### src/rtl/instruction_fetch_pkg.sv
// rtl/instruction_fetch_pkg.sv - shared fetch-stage states, constants and helpers
package instruction_fetch_pkg;

  typedef enum logic [1:0] {
    ST_IDLE  = 2'd0,
    ST_FETCH = 2'd1,
    ST_HOLD  = 2'd2,
    ST_FAULT = 2'd3
  } fetch_state_e;

  localparam logic [31:0] NOP_INSTR        = 32'h0000_0000;
  localparam logic [31:0] DEFAULT_RESET_PC = 32'h0000_0000;

  // Primary opcodes shared with the decoder
  localparam logic [5:0] OPC_SPECIAL = 6'h00;
  localparam logic [5:0] OPC_J       = 6'h02;
  localparam logic [5:0] OPC_JAL     = 6'h03;
  localparam logic [5:0] OPC_BEQ     = 6'h04;
  localparam logic [5:0] OPC_BNE     = 6'h05;

  // Imm16 word offset -> sign-extended byte displacement
  function automatic logic [31:0] branch_disp(input logic [15:0] offset);
    return {{14{offset[15]}}, offset, 2'b00};
  endfunction

endpackage

### src/rtl/instruction_fetch_if.sv
// rtl/instruction_fetch_if.sv - imem, decoder and redirect signals of the fetch stage
interface instruction_fetch_if;
  logic        imem_req;
  logic [31:0] imem_addr;
  logic        imem_ack;
  logic [31:0] imem_rdata;
  logic [31:0] instruction;
  logic        instr_valid;
  logic        instr_ready;
  logic [31:0] pc_out;
  logic        branch_taken;
  logic [15:0] branch_offset;
  logic        jump;
  logic [25:0] jump_target;
  logic        fetch_fault;

  modport master (
    output imem_req, imem_addr, instruction, instr_valid, pc_out, fetch_fault,
    input  imem_ack, imem_rdata, instr_ready, branch_taken, branch_offset, jump, jump_target
  );

  modport slave (
    input  imem_req, imem_addr, instruction, instr_valid, pc_out, fetch_fault,
    output imem_ack, imem_rdata, instr_ready, branch_taken, branch_offset, jump, jump_target
  );
endinterface

### src/rtl/instruction_fetch_next_pc_calc.sv
// rtl/instruction_fetch_next_pc_calc.sv - combinational next-PC selection
module next_pc_calc
  import instruction_fetch_pkg::*;
(
  input  logic [31:0] pc,
  input  logic        branch_taken,
  input  logic [15:0] branch_offset,
  input  logic        jump,
  input  logic [25:0] jump_target,
  output logic [31:0] next_pc
);

  logic [31:0] pc4;

  assign pc4 = pc + 32'd4;

  // Jump beats branch; everything wraps modulo 2^32
  always_comb begin
    next_pc = pc4;
    if (jump) begin
      next_pc = {pc4[31:28], jump_target, 2'b00};
    end else if (branch_taken) begin
      next_pc = pc4 + branch_disp(branch_offset);
    end
  end

endmodule

### src/rtl/instruction_fetch.sv
// rtl/instruction_fetch.sv - PC owner, imem fetch and decoder hand-off
module instruction_fetch
  import instruction_fetch_pkg::*;
#(
  parameter logic [31:0] RESET_PC = DEFAULT_RESET_PC,
  parameter int unsigned TIMEOUT  = 16
)
(
  input  logic                 clk,
  input  logic                 reset,
  instruction_fetch_if.master  bus
);

  localparam logic MISALIGNED = (RESET_PC[1:0] != 2'b00);

  fetch_state_e state, state_next;
  logic [31:0]  pc;
  logic [31:0]  instr_q;
  logic         valid_q;
  logic         fault_q;
  logic [31:0]  tmo_cnt;
  logic [31:0]  next_pc;
  logic         req;
  logic         handshake;
  logic         timeout_hit;

  assign handshake   = valid_q && bus.instr_ready;
  assign timeout_hit = (TIMEOUT != 0) && ((tmo_cnt + 32'd1) == TIMEOUT);

  next_pc_calc u_next_pc (
    .pc            (pc),
    .branch_taken  (bus.branch_taken),
    .branch_offset (bus.branch_offset),
    .jump          (bus.jump),
    .jump_target   (bus.jump_target),
    .next_pc       (next_pc)
  );

  // State register
  always_ff @(posedge clk) begin
    if (reset) state <= ST_IDLE;
    else       state <= state_next;
  end

  // Next-state and request decode; ack wins over a same-cycle timeout
  always_comb begin
    state_next = state;
    req        = 1'b0;
    case (state)
      ST_IDLE:  state_next = MISALIGNED ? ST_FAULT : ST_FETCH;
      ST_FETCH: begin
        req = 1'b1;
        if (bus.imem_ack)  state_next = ST_HOLD;
        else if (timeout_hit) state_next = ST_FAULT;
      end
      ST_HOLD:  if (handshake) state_next = ST_FETCH;
      ST_FAULT: state_next = ST_FAULT;
      default:  state_next = ST_IDLE;
    endcase
  end

  // PC, fetched word, valid flag, sticky fault and wait counter
  always_ff @(posedge clk) begin
    if (reset) begin
      pc      <= RESET_PC;
      instr_q <= NOP_INSTR;
      valid_q <= 1'b0;
      fault_q <= 1'b0;
      tmo_cnt <= '0;
    end else begin
      case (state)
        ST_IDLE: begin
          tmo_cnt <= '0;
          if (MISALIGNED) fault_q <= 1'b1;
        end
        ST_FETCH: begin
          if (bus.imem_ack) begin
            instr_q <= bus.imem_rdata;
            valid_q <= 1'b1;
          end else begin
            tmo_cnt <= tmo_cnt + 32'd1;
            if (timeout_hit) fault_q <= 1'b1;
          end
        end
        ST_HOLD: begin
          if (handshake) begin
            pc      <= next_pc;
            valid_q <= 1'b0;
            tmo_cnt <= '0;
          end
        end
        default: begin
          fault_q <= 1'b1;
          valid_q <= 1'b0;
        end
      endcase
    end
  end

  assign bus.imem_req    = req;
  assign bus.imem_addr   = pc;
  assign bus.pc_out      = pc;
  assign bus.instruction = instr_q;
  assign bus.instr_valid = valid_q;
  assign bus.fetch_fault = fault_q;

endmodule

### src/flat_wrapper.sv
// flat-port wrapper written by rule: the top's interface ports become plain ports
module instruction_fetch_flat import instruction_fetch_pkg::*;
#(
  parameter logic [31:0] RESET_PC = DEFAULT_RESET_PC,
  parameter int unsigned TIMEOUT  = 16
)
  (clk, reset, bus_imem_req, bus_imem_addr, bus_instruction, bus_instr_valid, bus_pc_out, bus_fetch_fault, bus_imem_ack, bus_imem_rdata, bus_instr_ready, bus_branch_taken, bus_branch_offset, bus_jump, bus_jump_target);
  instruction_fetch_if bus_i ();
  input  logic clk;
  input  logic reset;
  output wire logic [$bits(bus_i.imem_req)-1:0] bus_imem_req;
  output wire logic [$bits(bus_i.imem_addr)-1:0] bus_imem_addr;
  output wire logic [$bits(bus_i.instruction)-1:0] bus_instruction;
  output wire logic [$bits(bus_i.instr_valid)-1:0] bus_instr_valid;
  output wire logic [$bits(bus_i.pc_out)-1:0] bus_pc_out;
  output wire logic [$bits(bus_i.fetch_fault)-1:0] bus_fetch_fault;
  input wire logic [$bits(bus_i.imem_ack)-1:0] bus_imem_ack;
  input wire logic [$bits(bus_i.imem_rdata)-1:0] bus_imem_rdata;
  input wire logic [$bits(bus_i.instr_ready)-1:0] bus_instr_ready;
  input wire logic [$bits(bus_i.branch_taken)-1:0] bus_branch_taken;
  input wire logic [$bits(bus_i.branch_offset)-1:0] bus_branch_offset;
  input wire logic [$bits(bus_i.jump)-1:0] bus_jump;
  input wire logic [$bits(bus_i.jump_target)-1:0] bus_jump_target;
  assign bus_imem_req = bus_i.imem_req;
  assign bus_imem_addr = bus_i.imem_addr;
  assign bus_instruction = bus_i.instruction;
  assign bus_instr_valid = bus_i.instr_valid;
  assign bus_pc_out = bus_i.pc_out;
  assign bus_fetch_fault = bus_i.fetch_fault;
  assign bus_i.imem_ack = bus_imem_ack;
  assign bus_i.imem_rdata = bus_imem_rdata;
  assign bus_i.instr_ready = bus_instr_ready;
  assign bus_i.branch_taken = bus_branch_taken;
  assign bus_i.branch_offset = bus_branch_offset;
  assign bus_i.jump = bus_jump;
  assign bus_i.jump_target = bus_jump_target;
  instruction_fetch #(.RESET_PC(RESET_PC), .TIMEOUT(TIMEOUT)) u_core (.clk(clk), .reset(reset), .bus(bus_i));
endmodule
### config.mk
export PLATFORM = sky130hd
export DESIGN_NAME = instruction_fetch_flat
export DESIGN_NICKNAME = d
export VERILOG_FILES = /design/src/rtl/instruction_fetch_pkg.sv /design/src/rtl/instruction_fetch_if.sv /design/src/rtl/instruction_fetch_next_pc_calc.sv /design/src/rtl/instruction_fetch.sv /design/src/flat_wrapper.sv
export SDC_FILE = /design/constraint.sdc
export NUM_CORES = 1
export LEC_CHECK = 0
export CAP_MARGIN = 40
export CORE_ASPECT_RATIO = 1.4
export CORE_MARGIN = 4
export CORE_UTILIZATION = 45
export DETAILED_ROUTE_END_ITERATION = 8
export PLACE_DENSITY = 0.82
export SLEW_MARGIN = 20
export SYNTH_ARGS = -nofsm -noshare
export SYNTH_HDL_FRONTEND = slang
export SYNTH_SLANG_ARGS = --single-unit
### constraint.sdc
create_clock -name clk -period 8.52 [get_ports clk]
set_input_delay 2.13 -clock clk [delete_from_list [all_inputs] [get_ports clk]]
set_output_delay 2.13 -clock clk [all_outputs]
set_load 0.03 [all_outputs]
### Yosys cells after proc, flatten, opt, wreduce, memory -nomap -nowiden

Index checks and enable logic that the tools add are counted.

| cells by class | value |
|---|---|
| $add $sub $neg | 3 |
| eq/ne operators | 9 |
| mux-type cells | 16 |
| bitwise gates (word level) | 2 |
| reduce and logical (&&, ||, !) cells | 10 |

Operators by type and width:

| cell | count |
|---|---|
| 32-bit two-way mux | 4 |
| 32-bit one-hot mux with 3 select lines | 1 |
| 32-bit by 1-bit adder with 32-bit output, second input constant | 1 |
| 32-bit by 3-bit adder with 32-bit output, second input constant | 1 |
| 32-bit adder | 1 |
| 32-bit by 5-bit equality test with 1-bit output, second input constant | 1 |
| 3-bit AND reduction | 3 |
| 2-bit one-hot mux with 4 select lines | 1 |
| 2-bit two-way mux | 3 |
| 2-bit AND reduction | 3 |
| 1-bit two-way mux | 5 |
| 2-bit equality test, second input constant | 2 |
| 2-bit by 1-bit != test with 1-bit output, second input constant | 2 |
| 2-bit != test, second input constant | 2 |
| 3-bit by 2-bit != test with 1-bit output, second input constant | 1 |
| 1-bit one-hot mux with 3 select lines | 1 |
| 3-bit nonzero test | 1 |
| 2-bit by 1-bit equality test with 1-bit output, second input constant | 1 |
| 2-bit zero test | 1 |
| 1-bit inverter | 2 |
| 1-bit one-hot mux with 2 select lines | 1 |
| 2-bit OR reduction | 1 |
| 1-bit logical AND | 1 |

| storage, ports and cells | value |
|---|---|
| bits in registers | 100 |
| input port bits | 80 |
| output and inout bits | 99 |
| word-level logic and storage cells | 46 |

### Logic depth before layout (Yosys ltp)

| logic depth | value |
|---|---|
| depth after elaboration | 5 |
| gate-level depth with buffers | 17 |
| gate-level depth less buffers | 17 |

### Hierarchy

From an unflattened synthesis, not the netlist that was laid out.

| second synthesis, totals | value |
|---|---|
| cell total of the unflattened synthesis | 1064 |
| area total of the unflattened synthesis | 7743.7 µm² |

Modules (own cells, without submodules):

| module | times used | cells each | area an instance (µm²) | sequential area each (µm²) |
|---|---|---|---|---|
| instruction_fetch | 1 | 645 | 4966.0 | 2001.9 |
| next_pc_calc | 1 | 419 | 2777.7 | 0.0 |

### Worst setup path after synthesis

OpenSTA, ideal clock, no wires.

| timing path | value |
|---|---|
| kind | input to register |
| from | in bus_branch_offset[0] |
| to | reg u_core.pc[28], in the netlist u_core.bus.imem_addr[28] |
| library setup time | 0.070 ns |
| data arrival time | 4.419 ns |
| data required time | 8.450 ns |
| setup slack | 4.031 ns |
| stages on the path | 11 |
| path buffers | 0 |
| cells stage by stage | ha_1 fa_1 a21o_1 a221oi_2 o21bai_2 a21oi_2 nor3_1 a2111oi_4 nor3b_1 a211o_1 a21oi_1 |

| on the way | value |
|---|---|
| longest elaborated chain between the ends | 3 |

RTL lines:

| element | RTL line | RTL |
|---|---|---|
| start, declared | flat_wrapper.sv:21 | `input wire logic [$bits(bus_i.branch_offset)-1:0] bus_branch_offset;` |
| 32-bit adder | instruction_fetch_next_pc_calc.sv:23 | `next_pc = pc4 + branch_disp(branch_offset);` |
| 32-bit two-way mux | instruction_fetch_next_pc_calc.sv:22 | `end else if (branch_taken) begin` |
| 32-bit two-way mux | instruction_fetch_next_pc_calc.sv:20 | `if (jump) begin` |
| end signal, assigned | instruction_fetch.sv:87 | `pc <= next_pc;` |
| end, declared | instruction_fetch.sv:17 | `logic [31:0] pc;` |

Every way passes these cells.
A chain may end at the register's enable or synchronous reset.

### Final worst setup path

| timing path | value |
|---|---|
| from | in bus_branch_offset[1] |
| to | reg u_core.pc[31], in the netlist u_core.bus.imem_addr[31] |

Same word-level chain as after synthesis.

==> results_dict.tcl <==
set metrics [dict create \
    crit_required_ps 8770 \
    p_per_area_nw_per_um2 121.3 \
    finalClockSkew_ps 7.585 \
    cts.clk_slew.worst_paths_ps 80 \
    synth.ff_latch_count 98 \
    drv_slew 0 \
    ys_async_sr_fraction_pct 0 \
    cp_common_cell "a211oi_1" \
    rows 54 \
    final_cells 1311 \
    initial_core_util_pct 46.42 \
    hold_viol 0 \
    power.leakage_nw 3.414 \
    drt-initial-drc-count 524 \
    dieArea_sq_um 18370 \
    rsz0062_at_grt "false" \
    endpoint_kind "flop" \
    synth-main-ff-cell "dfxtp_1" \
    yosysSeqAreaShare_pct 26.85 \
    dp_slack_ps 2843 \
    tightest_slew_ps 813.3 \
    via_per_inst 5.689 \
    first_global_vias 6985 \
    synth_cells 995 \
    grt_overflow 0 \
    cpMaxStageDelayCell "a211oi_2" \
    wire_per_inst_um 17.17 \
    hpwl_mm 16.51 \
    grt_use_total_pct 23.79 \
    crit_path_start "bus_branch_offset[1]" \
    relSlewSlack_pct 45.45 \
    drive_above_1_share_pct 5.206 \
    netlist_area_sq_um 7307 \
    ys_warn_count 0 \
    die_h_um 158.8 \
    final_common_cell "clkdlybuf4s50_1" \
    area_growth_pct 26.66 \
    yosys.cell_types.count 79 \
    maxCapViolations 0 \
    fin_ws_ps 3578 \
    slowest_delay_ps 490 \
    post_cts_buffers 0 \
    clkLatencyLatePin_ps 360 \
    outcome "finished, final reports clean" \
    clockBufferDepth 2 \
    dp_cells 1293 \
    ctsResizeCount 0 \
    clock_sink_count 98 \
    final_util_pct 58.79 \
    core_sq_um 15740 \
    avgSynthCellArea_sq_um 7.344 \
    cp_top_family "compound AO/OA/AOI/OAI gates" \
    cts_root_buffer "clkbuf_16" \
    tns_ps 0 \
    vias 7458 \
    layout_common_cells "clkdlybuf4s50_1, nand2_1, nor2_1" \
    ir_drop_mv 0.1068 \
    startpoint_type "primary input" \
    first_pass_iters 7 \
    grt_pass1_wl_mm 35.60 \
    route.detailed.drc 0 \
    crit_chain "clkdlybuf4s50_1, ha_1, a211oi_1, o211a_1, o2bb2ai_2, a211oi_2, o311ai_2, xor2_1, a211oi_1, o21ai_1, mux2_1" \
    synth_edf_count 0 \
    critPathKind "primary input to flop" \
    rr_startpoint "u_core.bus.imem_addr[10]" \
    numCtsBuffers 9 \
    drt-total-wl_mm 22.51 \
    cp_data_arrival_time_ps 5190 \
    grt_max_degree 74 \
    final.min_clock_period_ps 4942 \
    pin_count 179 \
    finalWeightedCongestion 0.9357 \
    min_path_type "flop to flop" \
    h-tree-depth 3 \
    setup_viol 0 \
    path_buf_inv 1 \
    die_x_um 115.7 \
    p_total_mw 1.122 \
    timing.fmax_mhz 202.3 \
    grt_antenna_before_repair 0 \
    tritoncts "yes" \
    crit_path_max_fanout 4 \
    io_buffers 174 \
    antenna_left 0 \
    fin_crit_sh_pct 58.01 \
    cts_hold_buf 0 \
    nets 1228 \
    min_from "u_core.bus.instruction[14]" \
]
## registers in the layout (all words and copies together), names as in the netlist
signal / count
u_core.state: 2
u_core.bus.fetch_fault: 1
u_core.bus.imem_addr: 30
u_core.bus.instr_valid: 1
u_core.tmo_cnt: 32
u_core.bus.instruction: 32
## path summary, 6_finish.rpt
| check | to | slack [ps] | depth (start not counted) |
|---|---|---|---|
| setup / recovery | u_core.bus.imem_addr[31] | 3580 | 11 |
| hold / removal | u_core.bus.instruction[14] | 460 | 2 |
| setup reg to reg | u_core.bus.imem_addr[31] | 4200 | 17 |
| hold reg to reg | u_core.bus.instruction[14] | 460 | 2 |
## tightest hold or removal path, delay by kind of cell, from the launching register on
family / cells / cell delay, ps
AO/OA/AOI/OAI: 1 / 50
flip-flops: 1 / 310
AND/OR/NAND/NOR: 1 / 50
## through the flow
| step | cell area [sq um] | hold slack [ps] |
|---|---|---|
| 5_1_grt | 9253 | 473.1 |
| 2_1_floorplan | 7318 | 457.4 |
| 3_3_place_gp | 8899 | 441.0 |
| 4_1_cts | 9238 | 457.7 |
| 3_5_place_dp | 8915 | 447.1 |
| 6_report | 9255 | 456.4 |
## area by class of cell
type	count	area (sq um)
Fill cell	1431	6487
Antenna cell	1	2.502
Inverter	16	60.06
Clock buffer	9	225.2
Tap cell	196	245.2
Multi-Input combinational cell	801	4843
Sequential cell	98	1962
Clock inverter	7	97.59
Timing Repair Buffer	183	1819
## metal layers
layer	GRT usage, %	wire length (um)	vias to the layer above
met4	9.235	710	0
met1	27.85	8877	3483
met3	3.694	1160	49
li1	-	-	3733
met5	0	0	-
met2	42.65	11760	193
## cell usage after synthesis (7+ instances only)
library cell,number,area [sq um]
a211oi_1,10,75.07
nor2_1,107,401.6
a31oi_1,9,56.30
dfxtp_1,98,1962
buf_4,34,255.2
a21oi_1,105,525.5
nand2_1,161,604.3
xnor2_1,44,385.4
nand2b_1,8,50.05
o211ai_1,8,60.06
and2_1,10,62.56
a22oi_1,8,60.06
xor2_1,21,183.9
mux2i_1,7,70.07
nor3_1,18,90.09
o21ai_0,55,275.3
ha_1,38,475.5
clkbuf_1,40,150.1
nand4_1,16,100.1
inv_1,14,52.55
nor4_1,7,43.79
and3_1,15,93.84
a21o_1,14,105.1
nand3_1,29,145.1
and4_1,7,61.31
## cell families after synthesis
group	share of synthesized area, %
AND/OR/NAND/NOR	26.18
flip-flops	26.85
buffers and inverters	7.038
AO/OA/AOI/OAI	24.04
adder cells (fa/ha/maj)	6.781
XOR/XNOR	7.791
other	0.05132
multiplexers	1.267
## power breakdown
| part | internal [mW] | total (mW) | switching, mW |
|---|---|---|---|
| clock | 0.237 | 0.449 | 0.212 |
| sequential | 0.467 | 0.475 | 0.00726 |
| combinational | 0.0859 | 0.198 | 0.112 |
| total | 0.790 | 1.12 | 0.332 |
Power figures use the tool's default switching activity.
